## src/rtl/div_pkg.sv

```systemverilog
// Shared definitions for the sequential HI/LO divider.
// Provides: FSM state encodings, default operand width, and 64-bit abs/negate
// helpers (callers truncate to their own width; two's-complement negation is width-agnostic).
package div_pkg;

  localparam int DIV_WIDTH = 32;

  localparam logic [1:0] ST_IDLE = 2'd0;
  localparam logic [1:0] ST_ITER = 2'd1;
  localparam logic [1:0] ST_FIX  = 2'd2;

  function automatic logic [63:0] div_neg(input logic [63:0] x);
    return ~x + 64'd1;
  endfunction

  // Conditional negate: returns the magnitude when neg is the operand's sign bit,
  // or applies the result sign when neg is a stored sign flag.
  function automatic logic [63:0] div_abs(input logic [63:0] x, input logic neg);
    return neg ? div_neg(x) : x;
  endfunction

endpackage

```

## src/rtl/div_seq_if.sv

```systemverilog
// Request/response bundle between the control FSM (master) and the divider (slave).
// master drives start/stop/is_signed/n/d; slave returns busy/done/hi/lo/divzero.
// done is a one-cycle pulse; there is no backpressure, the master must read hi/lo on or after done.
interface div_seq_if
  import div_pkg::*;
#(
  parameter int WIDTH = DIV_WIDTH
);
  logic             start;
  logic             stop;
  logic             is_signed;
  logic [WIDTH-1:0] n;
  logic [WIDTH-1:0] d;
  logic             busy;
  logic             done;
  logic [WIDTH-1:0] hi;
  logic [WIDTH-1:0] lo;
  logic             divzero;

  modport master (
    output start, stop, is_signed, n, d,
    input  busy, done, hi, lo, divzero
  );

  modport slave (
    input  start, stop, is_signed, n, d,
    output busy, done, hi, lo, divzero
  );
endinterface

```

## src/rtl/div_step.sv

```systemverilog
// One combinational restoring-division step: shift in the next dividend bit, trial-subtract.
// Ports: r (partial remainder, always < d), bit_in (next dividend bit, MSB first), d (divisor),
//        r_next (updated remainder), q_bit (quotient bit for this position). Zero latency, no handshake.
module div_step #(
  parameter int WIDTH = 32
) (
  input  logic [WIDTH-1:0] r,
  input  logic             bit_in,
  input  logic [WIDTH-1:0] d,
  output logic [WIDTH-1:0] r_next,
  output logic             q_bit
);
  // The shifted remainder needs one extra bit: with r < d <= 2^WIDTH-1, 2r+1 can
  // exceed WIDTH bits when the divisor has its MSB set.
  logic [WIDTH:0] partial;
  logic [WIDTH:0] diff;

  assign partial = {r, bit_in};
  assign diff    = partial - {1'b0, d};
  assign q_bit   = (partial >= {1'b0, d});
  // partial < 2d, so a successful subtraction always fits back into WIDTH bits.
  assign r_next  = q_bit ? WIDTH'(diff) : partial[WIDTH-1:0];
endmodule

```

## src/rtl/div_seq.sv

```systemverilog
// Multicycle restoring divider: quotient on lo, remainder on hi, divide-by-zero flag.
// Latency: done pulses WIDTH+1 cycles after the accepting edge (1 cycle for d==0).
// No backpressure: start is only taken in IDLE, ignored while busy; stop aborts without done.
// Ports: clk, rst (sync, active-high), bus (div_seq_if.slave).
// Build option DIV_SIGNED_EN: honour is_signed (two's-complement DIV); otherwise all ops unsigned.
module div_seq
  import div_pkg::*;
#(
  parameter int WIDTH = DIV_WIDTH
) (
  input  logic        clk,
  input  logic        rst,
  div_seq_if.slave    bus
);
  localparam int CNT_W = $clog2(WIDTH + 1);

  logic [1:0]       state;
  logic [CNT_W-1:0] cnt;
  logic [WIDTH-1:0] nn;      // dividend magnitude, shifted left so the next bit is always the MSB
  logic [WIDTH-1:0] dd;
  logic [WIDTH-1:0] q;
  logic [WIDTH-1:0] r;
  logic             dz;
  logic             done_r;
  logic             divzero_r;
  logic [WIDTH-1:0] hi_r;
  logic [WIDTH-1:0] lo_r;

  logic             accept;
  logic [WIDTH-1:0] n_mag;
  logic [WIDTH-1:0] d_mag;
  logic [WIDTH-1:0] lo_fix;
  logic [WIDTH-1:0] hi_fix;
  logic [WIDTH-1:0] r_next;
  logic             q_bit;

  // stop has priority over start, so an op is never accepted on an aborting edge.
  assign accept = (state == ST_IDLE) && bus.start && !bus.stop;

`ifdef DIV_SIGNED_EN
  logic n_neg;
  logic d_neg;
  logic sign_q;
  logic sign_r;

  assign n_neg  = bus.is_signed & bus.n[WIDTH-1];
  assign d_neg  = bus.is_signed & bus.d[WIDTH-1];
  // |MIN| wraps to MIN, which is the correct magnitude when read as unsigned.
  assign n_mag  = WIDTH'(div_abs(64'(bus.n), n_neg));
  assign d_mag  = WIDTH'(div_abs(64'(bus.d), d_neg));
  assign lo_fix = WIDTH'(div_abs(64'(q), sign_q));
  assign hi_fix = WIDTH'(div_abs(64'(r), sign_r));

  always_ff @(posedge clk) begin
    if (rst) begin
      sign_q <= 1'b0;
      sign_r <= 1'b0;
    end else if (accept) begin
      sign_q <= n_neg ^ d_neg;
      sign_r <= n_neg;      // remainder follows the dividend's sign
    end
  end
`else
  // is_signed has no effect in the unsigned-only build.
  logic unused_is_signed;
  assign unused_is_signed = bus.is_signed;
  assign n_mag  = bus.n;
  assign d_mag  = bus.d;
  assign lo_fix = q;
  assign hi_fix = r;
`endif

  div_step #(.WIDTH(WIDTH)) u_step (
    .r      (r),
    .bit_in (nn[WIDTH-1]),
    .d      (dd),
    .r_next (r_next),
    .q_bit  (q_bit)
  );

  always_ff @(posedge clk) begin
    if (rst) begin
      state     <= ST_IDLE;
      cnt       <= '0;
      nn        <= '0;
      dd        <= '0;
      q         <= '0;
      r         <= '0;
      dz        <= 1'b0;
      done_r    <= 1'b0;
      divzero_r <= 1'b0;
      hi_r      <= '0;
      lo_r      <= '0;
    end else begin
      done_r <= 1'b0;
      if (bus.stop) begin
        state <= ST_IDLE;
      end else begin
        case (state)
          ST_IDLE: begin
            if (bus.start) begin
              nn        <= n_mag;
              dd        <= d_mag;
              q         <= '0;
              r         <= '0;
              dz        <= (bus.d == '0);
              divzero_r <= 1'b0;
              cnt       <= CNT_W'(WIDTH - 1);
              state     <= (bus.d == '0) ? ST_FIX : ST_ITER;
            end
          end
          ST_ITER: begin
            r     <= r_next;
            q     <= {q[WIDTH-2:0], q_bit};
            nn    <= {nn[WIDTH-2:0], 1'b0};
            cnt   <= cnt - 1'b1;
            if (cnt == '0) state <= ST_FIX;
          end
          ST_FIX: begin
            if (dz) begin
              hi_r      <= '0;
              lo_r      <= '0;
              divzero_r <= 1'b1;
            end else begin
              hi_r <= hi_fix;
              lo_r <= lo_fix;
            end
            done_r <= 1'b1;
            state  <= ST_IDLE;
          end
          default: state <= ST_IDLE;
        endcase
      end
    end
  end

  assign bus.busy    = (state != ST_IDLE);
  assign bus.done    = done_r;
  assign bus.hi      = hi_r;
  assign bus.lo      = lo_r;
  assign bus.divzero = divzero_r;
endmodule
```

## src/flat_wrapper.sv

```systemverilog
// flat-port wrapper written by rule: the top's interface ports become plain ports
module div_seq_flat import div_pkg::*;
#(
  parameter int WIDTH = DIV_WIDTH
)
  (clk, rst, bus_start, bus_stop, bus_is_signed, bus_n, bus_d, bus_busy, bus_done, bus_hi, bus_lo, bus_divzero);
  div_seq_if #(.WIDTH(WIDTH)) bus_i ();
  input  logic clk;
  input  logic rst;
  input wire logic [$bits(bus_i.start)-1:0] bus_start;
  input wire logic [$bits(bus_i.stop)-1:0] bus_stop;
  input wire logic [$bits(bus_i.is_signed)-1:0] bus_is_signed;
  input wire logic [$bits(bus_i.n)-1:0] bus_n;
  input wire logic [$bits(bus_i.d)-1:0] bus_d;
  output wire logic [$bits(bus_i.busy)-1:0] bus_busy;
  output wire logic [$bits(bus_i.done)-1:0] bus_done;
  output wire logic [$bits(bus_i.hi)-1:0] bus_hi;
  output wire logic [$bits(bus_i.lo)-1:0] bus_lo;
  output wire logic [$bits(bus_i.divzero)-1:0] bus_divzero;
  assign bus_i.start = bus_start;
  assign bus_i.stop = bus_stop;
  assign bus_i.is_signed = bus_is_signed;
  assign bus_i.n = bus_n;
  assign bus_i.d = bus_d;
  assign bus_busy = bus_i.busy;
  assign bus_done = bus_i.done;
  assign bus_hi = bus_i.hi;
  assign bus_lo = bus_i.lo;
  assign bus_divzero = bus_i.divzero;
  div_seq #(.WIDTH(WIDTH)) u_core (.clk(clk), .rst(rst), .bus(bus_i));
endmodule
```

## config.mk

```make
export PLATFORM = sky130hd
export DESIGN_NAME = div_seq_flat
export DESIGN_NICKNAME = d
export VERILOG_FILES = /design/src/rtl/div_pkg.sv /design/src/rtl/div_seq_if.sv /design/src/rtl/div_step.sv /design/src/rtl/div_seq.sv /design/src/flat_wrapper.sv
export SDC_FILE = /design/constraint.sdc
export NUM_CORES = 1
export LEC_CHECK = 0
export BUFFER_PORTS_ARGS = -buffer_cell sky130_fd_sc_hd__buf_4
export CAP_MARGIN = 30
export CORE_MARGIN = 8
export CORE_UTILIZATION = 47
export CTS_BUF_LIST = sky130_fd_sc_hd__clkbuf_8
export DETAILED_ROUTE_END_ITERATION = 10
export GPL_TIMING_DRIVEN = 0
export HOLD_SLACK_MARGIN = 0.03
export PLACE_DENSITY = 0.68
export SYNTH_ARGS = -nofsm -noshare
export SYNTH_HDL_FRONTEND = slang
export SYNTH_SLANG_ARGS = --single-unit
```

## constraint.sdc

```tcl
create_clock -name clk -period 7.3 [get_ports clk]
set_input_delay 0.365 -clock clk [delete_from_list [all_inputs] [get_ports clk]]
set_output_delay 0.365 -clock clk [all_outputs]
set_load 0.02 [all_outputs]
```

Word-level counts from Yosys, hierarchy flattened
Index checks and enable logic that the tools add are counted.

word-level totals
  output and inout bits = 67
  input bits = 69
  word-level logic and storage cells = 50
  bits in registers = 203

operators by class
  reductions and logical operators = 12
  equality and inequality tests = 5
  multiplexer cells = 18
  $add $sub $neg = 2
  magnitude comparators = 1
  bitwise logic cells = 1

operator list
  cell                   number
  $pmux W32 S2           3
  $mux W32               5
  $ge A33 B32 Y1         1
  $logic_not A32 Y1      1
  $sub A32 B32 Y32       1
  $pmux W6 S2            1
  $logic_not A6 Y1       1
  $mux W2                3
  $mux W6                1
  $reduce_and A3 Y1      2
  $reduce_bool A2 Y1     3
  $sub A6 B1 Y6 const B  1
  $ne A2 B1 Y1 const B   2
  $pmux W2 S2            1
  $reduce_and A2 Y1      2
  $reduce_and A4 Y1      1
  $mux W1                3
  $eq A2 B1 Y1 const B   1
  $eq A2 B2 Y1 const B   1
  $logic_not A2 Y1       1
  $ne A2 B2 Y1 const B   1
  $pmux W1 S2            1
  $reduce_or A2 Y1       1
  $not A1 Y1             1

Depth between registers and ports, before layout
  depth after elaboration = 4
  depth in mapped cells = 15

Hierarchy
Synthesis repeated with hierarchy kept, for this count alone.

second synthesis, totals
  cell total of the unflattened synthesis = 1032
  area, all modules = 9525.4 µm²

modules (own cells, without submodules)
  module    area an instance (µm²)  instances  cells each  seq. area each (µm²)
  div_seq   7194.4                  1          709         4063.9
  div_step  2331.0                  1          323         0.0

Least setup slack after synthesis
OpenSTA, ideal clock, no wires.

  path type = register to register
  start point = reg u_core.dd[10]
  end point = reg u_core.r[16], in the netlist u_core.hi_fix[16]
  stages on the path, launching flop included = 15
  library setup time = 0.128 ns
  period minus slack after synthesis = 2.763 ns
  slack = 4.537 ns
  arrival = 2.635 ns
  path through = dfxtp_1 -> inv_1 -> ha_1 -> a21o_1 -> a21o_1 -> a221o_1 -> o31ai_2 -> a2bb2oi_2 -> o21a_1 -> o21a_2 -> buf_6 -> buf_8 -> nor2_1 -> a21oi_2 -> o21ai_1

between the ends
  word-level cells in the longest chain between the ends = 3
  elaborated cells on any way between the ends = 4

RTL lines
  what                                                RTL line                        RTL
  start, declared                                     div_seq.sv:20                   logic [WIDTH-1:0] dd;
  start signal, assigned                              div_seq.sv:103                  dd <= d_mag;
  $sub A32 B32 Y32 or $ge A33 B32 Y1 (tied branches)  div_step.sv:19, div_step.sv:20
  $mux W32 (*)                                        div_step.sv:22                  assign r_next = q_bit ? WIDTH'(diff) : partial[WIDTH-1:0];
  $pmux W32 S2 (*)                                    div_seq.sv:99                   case (state)
  end signal, assigned                                div_seq.sv:113                  r <= r_next;
  end, declared                                       div_seq.sv:22                   logic [WIDTH-1:0] r;

Every way passes the cells marked *; elsewhere a longest branch is shown, timed or not.
A chain may end at the register's enable or synchronous reset.

Worst setup path after layout
Ends and elaborated chain as after synthesis.

==> impl_metrics.yaml <==
clock_network:
  clkSinkCount: 203
  clk_path_buf_depth: 3
  h-tree-depth: 2
  cts_setup_buffers: 0
  clkSlewWorstSetupHoldPaths_ns: 0.06
  cts_root_buf: "clkbuf_8"
  hold_buffers: 1
  cts_tree: "built"
  numCtsBuffers: 35
  post_cts_resize_count: 0
  clk_latency_ns: 0.53
drt:
  dr.pass1.iters: 5
  wl_um: 23780
  ant_nets: 0
  drc: 0
  via_count: 7918
  vias_per_cell: 5.368
  routedWlPerCell_um: 16.12
  first_iter_violations: 371
yosys:
  synth_nets: 1123
  synth.top_cells.by_area: "dfxtp_1, a22o_1, ha_1"
  synth_top_area_frac: 0.4482
  synthArstFlopShare: 0
  synth_area_per_cell_um2: 8.897
  syn_inst: 1019
  netlist_area_mm2: 0.009066
  yosys_most_used_dff: "dfxtp_1"
  synth-seq-cells: 203
  ys_types: 58
  yosys.area.top_type: "dfxtp_1"
  ys_warn_count: 0
  synth_edf_count: 0
  synth_seq_area_share: 0.4482
setup_path:
  end_kind: "flip-flop"
  worstReg2RegEnd: "u_core.hi_fix[16]$_SDFFE_PP0P_"
  startpoint: "u_core.dd[10]$_SDFFE_PP0P_"
  arrival_ns: 3.58
  r2r_slack_ns: 4.10
  start_kind: "flip-flop"
  crit_required_ns: 7.69
  r2r_cells: 14
  cp_max_fo: 10
  r2r_start: "u_core.dd[10]$_SDFFE_PP0P_"
  crit_type: "reg -> reg"
sta:
  slew_violations: 0
  fin_worst_skew_ns: 0.01740
  hold_viol_final: 0
  whs_ns: 0.09498
  fmax_mhz: 313.0
  setup_viol: 0
  relSlewSlack: 0.4762
  setup_ws_ns: 4.105
  tightest_slew_ns: 0.7858
  fin_crit_sh: 0.4377
  period_needed_ns: 3.195
  rsz0062_at_grt: "no"
  fin_tns_setup_ns: 0
power:
  pwr-share-comb: 0.177
  p_switching_uw: 721.8
  p_clk_frac: 0.374
  irDropWorstVdd_v: 0.0001427
  swShare: 0.2796
  power.density_mw_per_mm2: 232.6
  leakage_uw: 0.004763
  p_int_uw: 1859
  seqPwrFrac: 0.449
hold_path:
  min_from: "bus_d[22]"
  hold_path_depth: 3
  hp-class: "in -> reg"
  min_to: "u_core.dd[22]$_SDFFE_PP0P_"
outcome:
  outcome: "finished, final reports clean"
global_routing:
  grt_pass1_vias: 7863
  grt_max_degree: 12
  grt_first_pass_wirelength_um: 38920
  antenna_found_initial: 1
  groute.usage.overall: 0.1972
  overflow: 0
finish:
  final_nets: 1298
  areaGrowthSynthToFinish_pct: 22.38
  layout-drive-gt1-share: 0.1661
  num_antenna_cells: 0
  design_area_mm2: 0.01110
  final_util: 0.5777
floorplan:
  rows: 51
  die_h_um: 154.9
  initial_utilization: 0.4720
  die_area_mm2: 0.02399
  fp.dieW_um: 154.9
  top_level_ports: 136
  coreArea_mm2: 0.01921
place:
  dpl_worst_slack_ns: 4.092
  dp_hpwl_um: 17930
  gp_congestion: 0.9336
  io_buffers: 134
  placed_cell_area_mm2: 0.01044
job:
  max-cap-violations: 0
[stage by stage]
| step | total power (uW) | instances |
|---|---|---|
| 2_1_floorplan | 1512 | 1019 |
| 3_3_place_gp | 1631 | 1418 |
| 3_5_place_dp | 1636 | 1421 |
| 4_1_cts | 2613 | 1475 |
| 5_1_grt | 2721 | 1475 |
| 6_report | 2581 | 1475 |
[cell usage in the layout, fill, tap and decap left out, drive strengths merged, types with 2 or more instances in the layout]
master  instances
inv            53
nor4           11
nand2         114
a22oi          34
nand4          10
o31ai           2
nor2b           4
nand2b          4
nand3           9
a22o           68
or2             5
a211oi         38
dfxtp         203
a21o           13
clkbuf         97
buf           147
o21ai          56
nor3            7
a32oi          11
and3            4
and2            4
ha             34
o21bai          7
a21boi          2
nor2          100
xor2           11
a221oi          2
mux2i          40
xnor2          20
a21oi          69
o21a            7
clkinv          3
a31oi           3
[metal layers]
| metal | global-route usage | wire length, um | vias up |
|---|---|---|---|
| li1 | - | - | 4005 |
| met1 | 0.2443 | 10670 | 3647 |
| met2 | 0.3116 | 10670 | 219 |
| met3 | 0.06269 | 1756 | 45 |
| met4 | 0.08213 | 670 | 2 |
| met5 | 0 | 13 | - |
[logic make-up (layout without fill, tap and decap cells)]
kind of cell    Yosys count  in the layout  share of synthesized area
buf+inv                 111            302                    0.04941
simple gates            277            277                     0.1315
xor+xnor                 31             31                    0.02995
mux                      40             40                    0.04416
flops                   203            203                     0.4482
fa+ha+maj                35             35                    0.04913
compound gates          322            322                     0.2476
[worst max path at each step]
stage	to	slack (ns)	cells after the start
after floorplan	u_core.hi_fix[16]$_SDFFE_PP0P_	4.54	14
after global placement	u_core.hi_fix[17]$_SDFFE_PP0P_	4.15	14
after detailed placement	u_core.hi_fix[17]$_SDFFE_PP0P_	4.09	14
after CTS	u_core.hi_fix[17]$_SDFFE_PP0P_	4.12	14
after global routing	u_core.hi_fix[17]$_SDFFE_PP0P_	3.87	14
final	u_core.hi_fix[16]$_SDFFE_PP0P_	4.10	14
[cell usage after synthesis, types with 5 or more instances]
cell type and number:
nor2_1 100, clkbuf_1 58, ha_1 34, o21ai_0 20, inv_1 43, dfxtp_1 203, a22oi_1 34, o21a_1 6
o21bai_1 7, a32oi_1 11, nor4_1 11, a22o_1 68, a21o_1 13, xor2_1 11, nand2_1 113, a21oi_1 66
o21ai_1 36, nand3_1 9, or2_2 5, mux2i_1 40, nand4_1 10, nor3_1 7, xnor2_1 20, a211oi_1 38
buf_1 5
[final cells by class]
class	instances	area (um2)
buffer	68	286.5
fill	1803	8112
inverter	43	161.4
tap	265	331.6
timing repair buffer	138	1044
clock buffer	39	536.8
sequential	203	4064
multi-input combinational	705	4559
clock inverter	14	112.6
[critical path: stages (launching register included)]
cell,delay (ns)
dfxtp_1,0.33
inv_1,0.07
ha_1,0.35
and3_1,0.24
and2_0,0.16
a221o_1,0.35
o31ai_2,0.43
a2bb2oi_2,0.30
o21a_1,0.19
o21a_2,0.13
buf_6,0.13
buf_8,0.15
nor2_1,0.07
a21oi_2,0.10
o21ai_1,0.06
[registers in the layout, indices dropped and copies added (netlist names)]
name                flops
u_core.bus.done         1
u_core.dd              32
u_core.bus.divzero      1
u_core.state            2
u_core.cnt              6
u_core.bus.hi          32
u_core.lo_fix          32
u_core.nn              32
u_core.bus.lo          32
u_core.dz               1
u_core.hi_fix          32
[power by group through the flow]
stage / Combinational [uW] / Sequential, uW / Clock, uW
3_5_place_dp: 455 / 1180 / 0
4_1_cts: 458 / 1160 / 997
3_3_place_gp: 451 / 1180 / 0
2_1_floorplan: 337 / 1180 / 0
5_1_grt: 507 / 1160 / 1050
6_report: 457 / 1160 / 966
Note: power is estimated with default switching activity, not from simulation.
